`src/rtl/channel_tee_n.sv`:
```
// channel_tee_n: N-way channel tee with select-out chain, owner tracking
// and contention reporting. Option: CHANNEL_TEE_N_CONTENTION_COUNT_EN.
module channel_tee_n #(
  parameter int NUM_DEVICES = 2,
  parameter int DEVICE_FIRST = 1,
  parameter logic [NUM_DEVICES-1:0] BYPASS_MASK = '0,
  parameter int OW = $clog2(NUM_DEVICES + 1)
) (
  input  logic                     clk,
  input  logic                     reset,
  input  logic [7:0]               b_bus_out,
  output logic [7:0]               b_bus_in,
  input  logic                     b_operational_out,
  input  logic                     b_hold_out,
  input  logic                     b_select_out,
  input  logic                     b_address_out,
  input  logic                     b_command_out,
  input  logic                     b_service_out,
  input  logic                     b_suppress_out,
  output logic                     b_request_in,
  output logic                     b_select_in,
  output logic                     b_operational_in,
  output logic                     b_address_in,
  output logic                     b_status_in,
  output logic                     b_service_in,
  input  logic [7:0]               a_bus_in,
  output logic [7:0]               a_bus_out,
  output logic                     a_operational_out,
  output logic                     a_hold_out,
  output logic                     a_select_out,
  output logic                     a_address_out,
  output logic                     a_command_out,
  output logic                     a_service_out,
  output logic                     a_suppress_out,
  input  logic                     a_request_in,
  input  logic                     a_select_in,
  input  logic                     a_operational_in,
  input  logic                     a_address_in,
  input  logic                     a_status_in,
  input  logic                     a_service_in,
  input  logic [8*NUM_DEVICES-1:0] dev_bus_in,
  output logic [7:0]               dev_bus_out,
  input  logic [NUM_DEVICES-1:0]   dev_request_in,
  input  logic [NUM_DEVICES-1:0]   dev_operational_in,
  input  logic [NUM_DEVICES-1:0]   dev_address_in,
  input  logic [NUM_DEVICES-1:0]   dev_status_in,
  input  logic [NUM_DEVICES-1:0]   dev_service_in,
  output logic                     dev_operational_out,
  output logic                     dev_hold_out,
  output logic                     dev_address_out,
  output logic                     dev_command_out,
  output logic                     dev_service_out,
  output logic                     dev_suppress_out,
  output logic [NUM_DEVICES-1:0]   dev_selection_x,
  input  logic [NUM_DEVICES-1:0]   dev_selection_y,
  output logic                     connected,
  output logic [OW-1:0]            owner,
  output logic                     contention,
  output logic                     contention_sticky,
  output logic [7:0]               contention_count
);

  localparam int NU = NUM_DEVICES + 1;

  typedef enum logic {
    S_IDLE,
    S_CONN
  } state_t;

  state_t state;

  logic [NU-1:0] opv;
  logic [3:0]    n_on;
  logic [OW-1:0] hit_idx;
  logic          owner_on;
  logic          others_on;
  logic          contend;

  assign opv = {a_operational_in, dev_operational_in};

  always_comb begin
    n_on      = '0;
    hit_idx   = '0;
    owner_on  = 1'b0;
    others_on = 1'b0;
    for (int k = 0; k < NU; k++) begin
      if (opv[k]) begin
        n_on    = n_on + 4'd1;
        hit_idx = OW'(k);
        if (owner == OW'(k)) owner_on = 1'b1;
        else others_on = 1'b1;
      end
    end
  end

  assign contend = (state == S_IDLE) ? (n_on > 4'd1) : others_on;

  // Inbound merge: OR of all units while idle, owner only once latched
  logic [7:0] m_bus;
  logic       m_req;
  logic       m_op;
  logic       m_adr;
  logic       m_sta;
  logic       m_svc;

  always_comb begin
    m_bus = '0;
    m_op  = 1'b0;
    m_adr = 1'b0;
    m_sta = 1'b0;
    m_svc = 1'b0;
    m_req = a_request_in | (|dev_request_in);
    for (int i = 0; i < NUM_DEVICES; i++) begin
      if (state == S_IDLE || owner == OW'(i)) begin
        m_bus = m_bus | dev_bus_in[8*i +: 8];
        m_op  = m_op  | dev_operational_in[i];
        m_adr = m_adr | dev_address_in[i];
        m_sta = m_sta | dev_status_in[i];
        m_svc = m_svc | dev_service_in[i];
      end
    end
    if (state == S_IDLE || owner == OW'(NUM_DEVICES)) begin
      m_bus = m_bus | a_bus_in;
      m_op  = m_op  | a_operational_in;
      m_adr = m_adr | a_address_in;
      m_sta = m_sta | a_status_in;
      m_svc = m_svc | a_service_in;
    end
  end

  logic                   head;
  logic                   hop;
  logic [NUM_DEVICES-1:0] sel_x;

  assign head = (DEVICE_FIRST != 0) ? b_select_out : a_select_in;

  always_comb begin
    sel_x = '0;
    hop   = head;
    for (int i = 0; i < NUM_DEVICES; i++) begin
      if (!BYPASS_MASK[i]) begin
        sel_x[i] = hop;
        hop      = dev_selection_y[i];
      end
    end
  end

  assign connected = (state == S_CONN);

  always_ff @(posedge clk) begin
    if (reset) begin
      state               <= S_IDLE;
      owner               <= '0;
      contention          <= 1'b0;
      contention_sticky   <= 1'b0;
      b_bus_in            <= '0;
      b_request_in        <= 1'b0;
      b_select_in         <= 1'b0;
      b_operational_in    <= 1'b0;
      b_address_in        <= 1'b0;
      b_status_in         <= 1'b0;
      b_service_in        <= 1'b0;
      a_bus_out           <= '0;
      a_operational_out   <= 1'b0;
      a_hold_out          <= 1'b0;
      a_select_out        <= 1'b0;
      a_address_out       <= 1'b0;
      a_command_out       <= 1'b0;
      a_service_out       <= 1'b0;
      a_suppress_out      <= 1'b0;
      dev_bus_out         <= '0;
      dev_operational_out <= 1'b0;
      dev_hold_out        <= 1'b0;
      dev_address_out     <= 1'b0;
      dev_command_out     <= 1'b0;
      dev_service_out     <= 1'b0;
      dev_suppress_out    <= 1'b0;
      dev_selection_x     <= '0;
    end else begin
      // Loss of upstream operational-out drops any connection at once
      if (!b_operational_out) begin
        state <= S_IDLE;
      end else begin
        unique case (state)
          S_IDLE: begin
            if (n_on == 4'd1) begin
              state <= S_CONN;
              owner <= hit_idx;
            end
          end
          S_CONN: begin
            if (!owner_on) state <= S_IDLE;
          end
        endcase
      end
      contention        <= contend;
      contention_sticky <= contention_sticky | contend;

      b_bus_in         <= m_bus;
      b_request_in     <= m_req;
      b_operational_in <= m_op;
      b_address_in     <= m_adr;
      b_status_in      <= m_sta;
      b_service_in     <= m_svc;

      a_bus_out         <= b_bus_out;
      a_operational_out <= b_operational_out;
      a_hold_out        <= b_hold_out;
      a_address_out     <= b_address_out;
      a_command_out     <= b_command_out;
      a_service_out     <= b_service_out;
      a_suppress_out    <= b_suppress_out;

      dev_bus_out         <= b_bus_out;
      dev_operational_out <= b_operational_out;
      dev_hold_out        <= b_hold_out;
      dev_address_out     <= b_address_out;
      dev_command_out     <= b_command_out;
      dev_service_out     <= b_service_out;
      dev_suppress_out    <= b_suppress_out;

      dev_selection_x <= sel_x;
      if (DEVICE_FIRST != 0) begin
        a_select_out <= hop;
        b_select_in  <= a_select_in;
      end else begin
        a_select_out <= b_select_out;
        b_select_in  <= hop;
      end
    end
  end

`ifdef CHANNEL_TEE_N_CONTENTION_COUNT_EN
  logic [7:0] count_q;

  always_ff @(posedge clk) begin
    if (reset) begin
      count_q <= '0;
    end else if (contend && count_q != 8'hFF) begin
      count_q <= count_q + 8'd1;
    end
  end

  assign contention_count = count_q;
`else
  assign contention_count = 8'd0;
`endif

endmodule

```
`config.mk`:
```
export PLATFORM = sky130hd
export DESIGN_NAME = channel_tee_n
export DESIGN_NICKNAME = d
export VERILOG_FILES = /design/src/rtl/channel_tee_n.sv
export SDC_FILE = /design/constraint.sdc
export NUM_CORES = 1
export LEC_CHECK = 0
export CAP_MARGIN = 20
export CORE_MARGIN = 2
export CORE_UTILIZATION = 32
export CTS_BUF_LIST = sky130_fd_sc_hd__clkbuf_8 sky130_fd_sc_hd__clkbuf_16
export DETAILED_ROUTE_END_ITERATION = 10
export PLACE_DENSITY = 0.76
export REMOVE_ABC_BUFFERS = 1
export SYNTH_ARGS = -nofsm -noshare
export SYNTH_HDL_FRONTEND = slang
export SYNTH_SLANG_ARGS = --single-unit
```
`constraint.sdc`:
```
create_clock -name clk -period 1.9 [get_ports clk]
set_input_delay 0.285 -clock clk [delete_from_list [all_inputs] [get_ports clk]]
set_output_delay 0.285 -clock clk [all_outputs]
set_load 0.005 [all_outputs]
```
==> results of run 1 <==
-- cell usage in the layout (no fill, tap or decap) --
cell               n
nor2b_1           20
a2bb2oi_1          1
or2_0              8
conb_1             8
or4b_1             1
nand3b_1           1
dfxtp_1           36
a2111oi_4          1
buf_4             11
clkbuf_8           7
nand2_1           12
o2bb2ai_1          1
a311oi_2           2
nor2_1             2
or2_4              1
mux2_2             1
a21oi_1            1
a211oi_1           2
nor3_1            14
a311oi_1           9
nor4_1             3
or3_1              1
o31ai_1            1
fa_1               1
nand2b_1           4
or2_2              3
o21bai_1           1
clkdlybuf4s50_1  108
inv_1              4
ha_1               2
mux2i_1           14
-- how the worst max path moves through the flow --
stage | start | end | slack, ns | depth (start not counted)
6_report | a_operational_in | owner[1]$_SDFFE_PP0P_ | 0.09 | 6
5_1_grt | a_operational_in | owner[0]$_SDFFE_PP0P_ | 0.005 | 6
3_3_place_gp | a_operational_in | owner[1]$_SDFFE_PP0P_ | -0.24 | 6
2_1_floorplan | a_operational_in | owner[0]$_SDFFE_PP0P_ | 0.29 | 5
4_1_cts | a_operational_in | owner[1]$_SDFFE_PP0P_ | 0.001 | 6
3_5_place_dp | dev_operational_in[1] | owner[1]$_SDFFE_PP0P_ | -0.31 | 6
-- cells by family (layout without fill, tap and decap cells) --
logic type	Yosys count	in the layout	share of synthesized area
simple gates	70	70	0.223
mux	15	15	0.0860
buf+inv	37	130	0.146
flops	36	36	0.409
compound gates	19	19	0.107
fa+ha+maj	3	3	0.0256
other cells	1	8	0.00213
-- layout make-up --
cell class                      count  area (um2)
Fill cell                         513        2510
Tap cell                           72        90.1
Clock buffer                        7        96.3
Multi-Input combinational cell    115         808
Inverter                            4        15.0
Sequential cell                    36         721
Timing Repair Buffer              119        1160
-- sequential cells by signal (all words and copies together) (netlist names), 2 cells and up --
name	cells
b_bus_in	8
dev_bus_out	8
dev_selection_x	2
owner	2
-- per-layer routing --
layer,global-route usage,up-vias,part of all wire
li1,-,793,-
met1,0.147,726,0.41
met2,0.253,86,0.49
met3,0.0517,5,0.097
met4,0.0421,0,0.0068
met5,0,-,0
-- tightest hold or removal path, cell delays in order (launching register included) --
cell	delay (ns)
dfxtp_1	0.33
o21bai_1	0.07
o31ai_1	0.05
-- stage by stage --
| stage | worst slack (ns) | util |
|---|---|---|
| final | 0.0929 | 0.535 |
| after global routing | 0.00464 | 0.535 |
| after CTS | 0.00125 | 0.535 |
| after detailed placement | -0.306 | 0.518 |
| after global placement | -0.237 | 0.518 |
| after floorplan | 0.291 | - |
-- power by group --
group	leakage (uW)	switching [uW]	internal [uW]
combinational	0.000717	138	290
sequential	0.000301	24.7	804
clock	0.0000503	260	323
total	0.00107	423	1420
==> results.txt, run 1 <==
via/cell ratio: 4.56
Worst Hold End: contention_sticky$_SDFF_PP0_
share of cells above drive strength 1: 0.0925
grt ovf: 0
CTS Buf Count: 5
initial detailed-routing violation count: 26
H-tree levels: 2
top-count cell post-synth: dfxtp_1
WL/cell: 12.1 um
synthesized cell area: 0.00176 mm2
area of the core: 0.00541 mm2
flops & latches, synth: 36
Post-Route WL: 4260 um
Hold Slack: 0.484 ns
number of synthesized flops with an enable pin: 0
reg2reg end: b_bus_in[1]$_SDFF_PP0_
Crit. End Element: flop
num rows: 27
Max VDD drop: 0.323 mV
worst r2r src: owner[0]$_SDFFE_PP0P_
Buf/Inv on CP: 2
total setup buffers inserted after CTS: 0
Via Count: 1610
Final Max Slew Viols: 0
initial antenna violation count: 0
unrepaired setup endpoints after global routing: false
Die Y: 78.2 um
fin cells: 353
clk root buf: clkbuf_8
part of the Yosys area used for sequential elements: 0.409
pwr dens: 636 mW/mm2
clk_lat worst skew: 0.28 ns
I/O pins: 117
final hold violation count: 0
Die W: 78.2 um
pin count of the biggest net entering global routing: 21
hold depth: 2
clock buffer depth: 2
Critical Path RT: 2.11 ns
critical path fanouts, max: 2
ant diodes: 0
Worst R2R Path Depth: 4
largest area contributor in the netlist: dfxtp_1
full die area: 0.00611 mm2
Max Clk Rate: 553 MHz
CP delay by family, top: buffers and inverters
Most used DFF post-synth: dfxtp_1
CTS Hold Bufs: 0
Synth-to-Final Area Change: 64.4%
Sum Neg Setup Slack: 0 ns
DR DRC count: 0
placed cells: 346
post-route ant nets: 0
design area: 0.00289 mm2
vias in the first global route: 1494
WS Path Type: in -> reg
Clock Skew: 0.0112 ns
Worst Path Arrival: 2.02 ns
leakage: 0.00107 uW
Max Cap Violations: 0
Post-CTS Resized: 0
clock sink count: 36
first-pass GRT wire length: 6620 um
period utilization: 0.951
most common library cells after synthesis: 36 x dfxtp_1, 23 x buf_4, 20 x nor2b_1, 14 x mux2i_1, 14 x nor3_1
GRT Util Overall: 0.138
Slowest cell on crit path: clkdlybuf4s50_1
Starting Density: 0.326
clock-pin slew on the worst setup and hold paths: 0.07 ns
min Tclk post-route: 1.81 ns
CTS tree: built
Port Buffers: 108
overall power: 1840 uW
Yosys top cell area share: 0.409
HPWL Detailed: 3360 um
worst min path class: reg -> reg
synth unique cells: 33
Nets: 343
CP max stage delay: 0.47 ns
Cells after Synth: 181
Startpoint Class: primary input
critical path cell sequence: clkdlybuf4s50_1 -> inv_1 -> fa_1 -> or2_4 -> a2111oi_4 -> mux2i_1
GPL Wtd Cong: 0.728
Pre-antenna DRT Iters: 4
hold_sp: contention_sticky$_SDFF_PP0_
endpoints failing setup: 0
post-place instance area: 0.00280 mm2
synth warn: 0
status: finished clean
synthesized area per cell: 9.73 um2
Async SR Flop Fraction: 0
largest cells by area after synthesis: dfxtp_1 41%, buf_4 9.8%, mux2i_1 8.0%, nor2b_1 7.1%, a311oi_1 4.5%
reg2reg setup slack: 0.36 ns
Note: power is estimated with default switching activity, not from simulation.
==> run 2: changes to the inputs <==
--- a/config.mk
+++ b/config.mk
@@ -5,7 +5,7 @@
 export SDC_FILE = /design/constraint.sdc
 export NUM_CORES = 1
 export LEC_CHECK = 0
-export CAP_MARGIN = 20
+export CAP_MARGIN = 40
 export CORE_MARGIN = 2
 export CORE_UTILIZATION = 32
 export CTS_BUF_LIST = sky130_fd_sc_hd__clkbuf_8 sky130_fd_sc_hd__clkbuf_16
==> results of run 2 <==
Final layout, timing and power as in run 1 (identical DEF).
==> run 3: changes to the inputs <==
--- a/config.mk
+++ b/config.mk
@@ -12,6 +12,7 @@
 export DETAILED_ROUTE_END_ITERATION = 10
 export PLACE_DENSITY = 0.76
 export REMOVE_ABC_BUFFERS = 1
+export SLEW_MARGIN = 10
 export SYNTH_ARGS = -nofsm -noshare
 export SYNTH_HDL_FRONTEND = slang
 export SYNTH_SLANG_ARGS = --single-unit
==> results of run 3 <==
Final layout, timing and power as in run 1 (identical DEF).
